--- config.mk ---
export PLATFORM = sky130hd
export DESIGN_NAME = vc_arbitro
export DESIGN_NICKNAME = d
export VERILOG_FILES = /design/src/rtl/vc_arbitro_pkg.sv /design/src/rtl/vc_arbitro_grant.sv /design/src/rtl/vc_arbitro.sv
export SDC_FILE = /design/constraint.sdc
export NUM_CORES = 1
export LEC_CHECK = 0
export ABC_AREA = 1
export BUFFER_PORTS_ARGS = -buffer_cell sky130_fd_sc_hd__buf_4
export CAP_MARGIN = 0
export CORE_UTILIZATION = 40
export DETAILED_ROUTE_END_ITERATION = 12
export SYNTH_ARGS = -nofsm -noshare
export SYNTH_HDL_FRONTEND = slang
export SYNTH_SLANG_ARGS = --single-unit
--- constraint.sdc ---
create_clock -name clk -period 1.7 [get_ports clk]
set_input_delay 0.34 -clock clk [delete_from_list [all_inputs] [get_ports clk]]
set_output_delay 0.34 -clock clk [all_outputs]
set_load 0.03 [all_outputs]
--- src/rtl/vc_arbitro_pkg.sv ---
// Shared definitions for the VC-to-destination scheduler and its FIFOs.
// The one-hot state encodings match the main FSM.
package vc_arbitro_pkg;

    localparam int DATA_W_DEF   = 6;
    localparam int DEST_BIT_DEF = 4;
    localparam int CONSEC_W     = 4;

    localparam logic DEST_D0 = 1'b0;
    localparam logic DEST_D1 = 1'b1;

    typedef enum logic [1:0] {
        ST_OFF = 2'b01,
        ST_RUN = 2'b10
    } state_e;

endpackage

--- src/rtl/vc_arbitro_grant.sv ---
// Combinational eligibility and grant selection between VC0 and VC1.
// VC0 wins ties unless it has already taken MAX_CONSEC grants in a row.
module vc_arbitro_grant
    import vc_arbitro_pkg::*;
#(
    parameter int DATA_W     = DATA_W_DEF,
    parameter int DEST_BIT   = DEST_BIT_DEF,
    parameter int MAX_CONSEC = 4
) (
    input  logic [DATA_W-1:0]   vc0_data_i,
    input  logic [DATA_W-1:0]   vc1_data_i,
    input  logic                vc0_empty_i,
    input  logic                vc1_empty_i,
    input  logic                d0_almost_full_i,
    input  logic                d1_almost_full_i,
    input  logic [CONSEC_W-1:0] consec_i,
    output logic                gnt0_o,
    output logic                gnt1_o,
    output logic                elig1_o
);

    localparam logic [CONSEC_W-1:0] MAX_C = CONSEC_W'(MAX_CONSEC);

    logic af0;
    logic af1;
    logic elig0;
    logic elig1;

    // A head is blocked when its own destination is almost full.
    assign af0   = (vc0_data_i[DEST_BIT] == DEST_D1) ? d1_almost_full_i : d0_almost_full_i;
    assign af1   = (vc1_data_i[DEST_BIT] == DEST_D1) ? d1_almost_full_i : d0_almost_full_i;
    assign elig0 = !vc0_empty_i && !af0;
    assign elig1 = !vc1_empty_i && !af1;

    assign elig1_o = elig1;

    always_comb begin
        gnt0_o = 1'b0;
        gnt1_o = 1'b0;
        if (elig0 && elig1) begin
            if (consec_i == MAX_C) begin
                gnt1_o = 1'b1;
            end else begin
                gnt0_o = 1'b1;
            end
        end else begin
            gnt0_o = elig0;
            gnt1_o = elig1;
        end
    end

endmodule

--- src/rtl/vc_arbitro.sv ---
// Scheduler moving head words from the two VC FIFOs into the D0/D1 FIFOs.
// Pops are combinational, pushes are registered one cycle later.
module vc_arbitro
    import vc_arbitro_pkg::*;
#(
    parameter int DATA_W     = DATA_W_DEF,
    parameter int DEST_BIT   = DEST_BIT_DEF,
    parameter int MAX_CONSEC = 4,
    parameter int CNT_W      = 8
) (
    input  logic              clk,
    input  logic              reset,
    input  logic              enable,
    input  logic              halt,
    input  logic              clr_cnt,
    input  logic              vc0_empty,
    input  logic              vc1_empty,
    input  logic [DATA_W-1:0] vc0_data,
    input  logic [DATA_W-1:0] vc1_data,
    input  logic              d0_almost_full,
    input  logic              d1_almost_full,
    output logic              vc0_pop,
    output logic              vc1_pop,
    output logic              d0_push,
    output logic              d1_push,
    output logic [DATA_W-1:0] data_out,
    output logic              busy,
    output logic [CNT_W-1:0]  cnt_d0,
    output logic [CNT_W-1:0]  cnt_d1
);

    localparam logic [CONSEC_W-1:0] MAX_C = CONSEC_W'(MAX_CONSEC);

    state_e              state_q, state_d;
    logic [CONSEC_W-1:0] consec_q, consec_d;
    logic                d0_push_q, d0_push_d;
    logic                d1_push_q, d1_push_d;
    logic [DATA_W-1:0]   data_q, data_d;
    logic [CNT_W-1:0]    cnt0_q, cnt0_d;
    logic [CNT_W-1:0]    cnt1_q, cnt1_d;

    logic run_ok;
    logic gnt0;
    logic gnt1;
    logic elig1;

    vc_arbitro_grant #(
        .DATA_W     (DATA_W),
        .DEST_BIT   (DEST_BIT),
        .MAX_CONSEC (MAX_CONSEC)
    ) u_grant (
        .vc0_data_i       (vc0_data),
        .vc1_data_i       (vc1_data),
        .vc0_empty_i      (vc0_empty),
        .vc1_empty_i      (vc1_empty),
        .d0_almost_full_i (d0_almost_full),
        .d1_almost_full_i (d1_almost_full),
        .consec_i         (consec_q),
        .gnt0_o           (gnt0),
        .gnt1_o           (gnt1),
        .elig1_o          (elig1)
    );

    // The leave-RUN condition suppresses pops in the same cycle it appears.
    assign run_ok = (state_q == ST_RUN) && enable && !halt;

    assign vc0_pop  = run_ok && gnt0;
    assign vc1_pop  = run_ok && gnt1;
    assign d0_push  = d0_push_q;
    assign d1_push  = d1_push_q;
    assign data_out = data_q;
    assign cnt_d0   = cnt0_q;
    assign cnt_d1   = cnt1_q;
    assign busy     = (state_q == ST_RUN) || d0_push_q || d1_push_q;

    always_comb begin
        state_d   = state_q;
        consec_d  = consec_q;
        data_d    = data_q;
        d0_push_d = 1'b0;
        d1_push_d = 1'b0;

        case (state_q)
            ST_OFF:  if (enable && !halt) state_d = ST_RUN;
            ST_RUN:  if (!enable || halt) state_d = ST_OFF;
            default: state_d = ST_OFF;
        endcase

        if (vc0_pop) begin
            consec_d  = !elig1 ? '0 : (consec_q == MAX_C) ? consec_q : consec_q + CONSEC_W'(1);
            data_d    = vc0_data;
            d0_push_d = (vc0_data[DEST_BIT] == DEST_D0);
            d1_push_d = (vc0_data[DEST_BIT] == DEST_D1);
        end else if (vc1_pop) begin
            consec_d  = '0;
            data_d    = vc1_data;
            d0_push_d = (vc1_data[DEST_BIT] == DEST_D0);
            d1_push_d = (vc1_data[DEST_BIT] == DEST_D1);
        end

        // A clear beats an increment landing on the same edge.
        cnt0_d = clr_cnt ? '0 : cnt0_q + (d0_push_q ? CNT_W'(1) : CNT_W'(0));
        cnt1_d = clr_cnt ? '0 : cnt1_q + (d1_push_q ? CNT_W'(1) : CNT_W'(0));
    end

    always_ff @(posedge clk or posedge reset) begin
        if (reset) begin
            state_q   <= ST_OFF;
            consec_q  <= '0;
            d0_push_q <= 1'b0;
            d1_push_q <= 1'b0;
            data_q    <= '0;
            cnt0_q    <= '0;
            cnt1_q    <= '0;
        end else begin
            state_q   <= state_d;
            consec_q  <= consec_d;
            d0_push_q <= d0_push_d;
            d1_push_q <= d1_push_d;
            data_q    <= data_d;
            cnt0_q    <= cnt0_d;
            cnt1_q    <= cnt1_d;
        end
    end

endmodule

; After elaboration in Yosys (flattened, before gate mapping)
; Index checks and enable logic that the tools add are counted.
[classes]
mul = 0
n_eq_ne = 6
n_bitwise = 2
div_mod_pow = 0
mux = 23
shift = 0
addsub = 3
magnitude_cmp = 0
reduce_logical = 20
[ops]
columns = operator, count
row1 = $add A8 B1 Y8, 2
row2 = $mux W4, 4
row3 = $mux W8, 2
row4 = $mux W1, 12
row5 = $mux W6, 2
row6 = $logic_and A1 B1 Y1, 8
row7 = $logic_not A1 Y1, 6
row8 = $add A4 B1 Y4 const B, 1
row9 = $eq A4 B3 Y1 const B, 1
row10 = $mux W2, 2
row11 = $pmux W2 S2, 1
row12 = $reduce_and A2 Y1, 2
row13 = $logic_or A1 B1 Y1, 3
row14 = $ne A3 B3 Y1 const B, 1
row15 = $eq A2 B1 Y1 const B, 1
row16 = $eq A2 B2 Y1 const B, 1
row17 = $ne A2 B1 Y1 const B, 1
row18 = $ne A2 B2 Y1 const B, 1
row19 = $not A1 Y1, 2
row20 = $reduce_bool A2 Y1, 1
[word_totals]
elab_cells = 61
romBits = 0
register_bits = 30
n_memories = 0
inputBits = 21
ramBits = 0
out_inout_bits = 27
latch_bits = 0

; Logic depth before layout (Yosys ltp)
[logic_depth]
word_depth = 8
mapped_depth = 9
depth_no_buf = 9

; Hierarchy
; A second synthesis with hierarchy kept.
[unflattened]
hier_cells = 211
hier_area_um2 = 1569.0
[modules_own_cells]
columns = mod, n_inst, cells_each, area_each_um2
row1 = vc_arbitro, 1, 191, 1488.9
row2 = vc_arbitro_grant, 1, 20, 80.1

; Worst setup path after synthesis
; No wires, ideal clock.
[synth_timing]
kind = reg2reg
startpoint = register d1_push_q (netlist: d1_push)
endpoint = register cnt1_q[6] (netlist: cnt_d1[6])
arrival_time_ns = 1.438
path_stages_with_launch = 8
required_ns = 1.580
period_less_slack_ns = 1.558
slack_ns = 0.142
path_buffers = 0
path_cell_list = dfrtp_1 ha_1 ha_1 nand2_1 nor3_1 nand2_1 o21ai_0 nor2_1
[synth_via]
elab_chain_len = 3
[synth_rtl]
columns = element, line
row1 = start: declaration, vc_arbitro.sv:37  ; logic d1_push_q, d1_push_d;
row2 = start signal: assignment, vc_arbitro.sv:119  ; d1_push_q <= d1_push_d;
row3 = $mux W1, vc_arbitro.sv:103  ; cnt1_d = clr_cnt ? '0 : cnt1_q + (d1_push_q ? CNT_W'(1) : CNT_W'(0));
row4 = $add A8 B1 Y8, vc_arbitro.sv:103
row5 = $mux W8, vc_arbitro.sv:103
row6 = named net cnt1_d[6], vc_arbitro.sv:40  ; logic [CNT_W-1:0] cnt1_q, cnt1_d;
row7 = end signal: assignment, vc_arbitro.sv:122  ; cnt1_q <= cnt1_d;
row8 = end: declaration, vc_arbitro.sv:40
; The timed path passes the listed nets, and every way through them passes these cells.
; A chain may end at the register's enable or synchronous reset.

; Worst setup path after layout
[layout_timing]
startpoint = register consec_q[0]
endpoint = output vc0_pop
[layout_via]
elab_chain_len = 4
[layout_rtl]
columns = element, line
row1 = start: declaration, vc_arbitro.sv:35  ; logic [CONSEC_W-1:0] consec_q, consec_d;
row2 = start signal: assignment, vc_arbitro.sv:117  ; consec_q <= consec_d;
row3 = $eq A4 B3 Y1, vc_arbitro_grant.sv:41  ; if (consec_i == MAX_C) begin
row4 = $mux W1, vc_arbitro_grant.sv:41
row5 = $mux W1, vc_arbitro_grant.sv:40  ; if (elig0 && elig1) begin
row6 = $logic_and A1 B1 Y1, vc_arbitro.sv:67  ; assign vc0_pop = run_ok && gnt0;
row7 = end: declaration, vc_arbitro.sv:22  ; output logic vc0_pop,
; No other way between the ends.

==> metrics.yaml <==
sta:
  worst_pin_slew_ps: 382.2
  timing.slew.headroom_pct: 74.52
  fin_crit_sh_pct: 103.3
  fin_hold_ws_ps: 129.7
  fin_ws_ps: -56.93
  final.min_clock_period_ps: 1757
  grt_setup_unrepaired: "yes"
  fin_skew_ps: 8.550
  slew_viol_final: 0
  setup_viol: 2
  fmax_mhz: 569.2
  fin_setup_tns_ps: -86.33
  final_hold_viol_count: 0
layout:
  layout.nets: 301
  seq_area_um2: 752.0
  final_layout_size_suffix_gt1_share_pct: 35.27
  antenna_cells: 0
  multiInputGateArea_um2: 774.5
  fill_cells: 349
  fin_area_um2: 2352
  area_delta_synth_final_pct: 45.17
drt:
  drt_iter0_markers: 92
  remaining_drc_errors: 0
  wl_mm: 3.724
  drtPass1Iterations: 4
  vias: 1534
  drtAntennaViolNets: 0
  via_per_inst: 4.749
  wl_per_cell_um: 11.53
synthesis:
  yosysUniqueCellTypes: 20
  synth-seq-cells: 30
  synth_nets: 231
  synthCells: 204
  yosys_warnings: 0
  yosysMostFrequentCell: "nand2_1"
  syn_avg_cell_area_um2: 7.943
  yosysTopAreaCell: "dfrtp_1"
  synth_commonest_cells: "nand2_1, inv_1, dfrtp_1"
  async_reset_ff_share_pct: 100.0
  synth_area_leaders: "dfrtp_1, nand2_1, nand3_1"
  synth_top_area_share_pct: 44.79
  synth_edf_count: 0
  synth_seq_area_share_pct: 46.41
  synthFlopType: "dfrtp_1"
  synth_area_um2: 1620
setup_path:
  arrival_ps: 1420
  cp_max_fo: 2
  reg2regPathDepth: 11
  worstSetupStartpointType: "flip-flop"
  worstPathRequired_ps: 1360
  critPathCaptureType: "output pin"
  crit_type: "flip-flop to output pin"
clocking:
  clk_latency_ps: 280
  h-tree-depth: 2
  cts_tree: "done"
  numCtsBuffers: 5
  hold_buffers: 0
  clkSlewWorstSetupHoldPaths_ps: 70
  clockRootBuffer: "clkbuf_8"
  clock-sinks: 30
  cts_buffer_depth: 2
global_routing:
  grt_pass1_wl_mm: 6.486
  grt_pass1_vias: 1510
  antenna_found_initial: 0
  gr-total-overflow: 0
  track_usage_pct: 20.49
  grt_max_degree: 31
power_and_ir_drop:
  pwr-share-seq_pct: 38.0
  p_clk_share_pct: 44.3
  p_sw_share_pct: 23.86
  ir_drop_mv: 0.6688
  p_sw_uw: 485.0
  p_int_mw: 1.548
  total_leakage_power_nw: 1.299
  pwr_density_cell_nw_per_um2: 864.2
  p_comb_share_pct: 17.7
  fin_total_pwr_mw: 2.033
floorplanning:
  die_y_um: 65.65
  row_count: 22
  core_area_um2: 3771
  die_area_um2: 4309
  die_w_um: 65.65
  boundaryPins: 48
  start_util_pct: 42.97
place:
  place_ws_ps: 83.14
  place_area_um2: 2044
  gp_congestion: 0.7797
  dp_hpwl_mm: 2.624
  portBuffers: 47
worst_hold_path:
  hp-class: "input pin to asynchronous set/reset pin"
run_status:
  outcome: "finished, violations left"
  violations: "setup timing"
run:
  max_cap_viol_count: 0
[timing repair]
action / in CTS / in global routing
setup endpoints to repair: 2 / 5
gates cloned: 0 / 0
gates resized for setup: 9 / 4
setup buffers: 14 / 2
pin swaps: 5 / 3
[routing by layer]
layer	routed length (um)	up-vias	share of wire (%)	track usage, %
met2	1873	45	50	34.95
met3	210	6	5.6	6.771
met1	1565	699	42	22.21
li1	-	784	-	-
met5	0	-	0	0
met4	75	0	2.0	10.87
[registers in the layout (all words and copies together) (netlist names)]
register,count
data_out,6
cnt_d0,8
d1_push,1
state_q,2
consec_q,4
d0_push,1
cnt_d1,8
[power by group through the flow]
stage	logic, mW	registers [mW]	clock network (mW)
floorplan	0.0999	0.834	0
global placement	0.259	0.786	0
detailed placement	0.260	0.785	0
CTS	0.347	0.772	0.919
global route	0.393	0.776	0.962
finish	0.360	0.772	0.901
[path summary, 6_finish.rpt]
check | from | to | slack [ps]
max | consec_q[0] | vc0_pop | -60
min | reset | cnt_d1[5] | 130
max reg2reg | consec_q[0] | consec_q[0] | 50
min reg2reg | cnt_d0[2] | cnt_d0[2] | 520
max in group asynchronous | reset | state_q[0] | 1250
min in group clk | clr_cnt | cnt_d0[1] | 240
[cells by family (layout without fill, tap and decap cells)]
group | count (synthesis) | in the layout | share of synthesized area (%)
and+or+nand+nor | 108 | 108 | 32.82
buffers and inverters | 37 | 108 | 8.571
DFF | 30 | 30 | 46.41
AOI/OAI and AO/OA | 21 | 21 | 6.486
adders and majority gates | 6 | 6 | 4.633
xor gates and xnor gates | 2 | 2 | 1.081
[layout by cell type (no fill, tap or decap), drive strengths merged]
cell,count
buf,64
nand2,47
inv,36
dfrtp,29
nand3,29
nor2,28
o21ai,12
a21oi,9
clkbuf,6
ha,6
nor3,4
xor2,2
bufinv,2
dfstp,1
[critical path, cell delays in order (launching register included)]
cell and delay (ps):
dfrtp_1 390, inv_2 90, ha_4 140, nand2_4 50
nor2_4 140, nand3_4 100, nand2_4 80, inv_2 40
buf_6 120
[final cells by class]
cell class / instances / area share (%)
sequential: 30 / 31.97
clock buffer: 6 / 3.511
timing repair buffer: 64 / 20.74
multi-input combinational: 137 / 32.93
tap: 48 / 2.553
inverter: 36 / 5.745
clock inverter: 2 / 2.553
[stage by stage]
stage	utilization, %	std cells
2_1_floorplan	-	204
3_3_place_gp	54.21	300
3_5_place_dp	54.21	300
4_1_cts	61.65	322
5_1_grt	62.38	323
6_report	62.38	323
No activity file was read; power rests on OpenSTA's default activity.
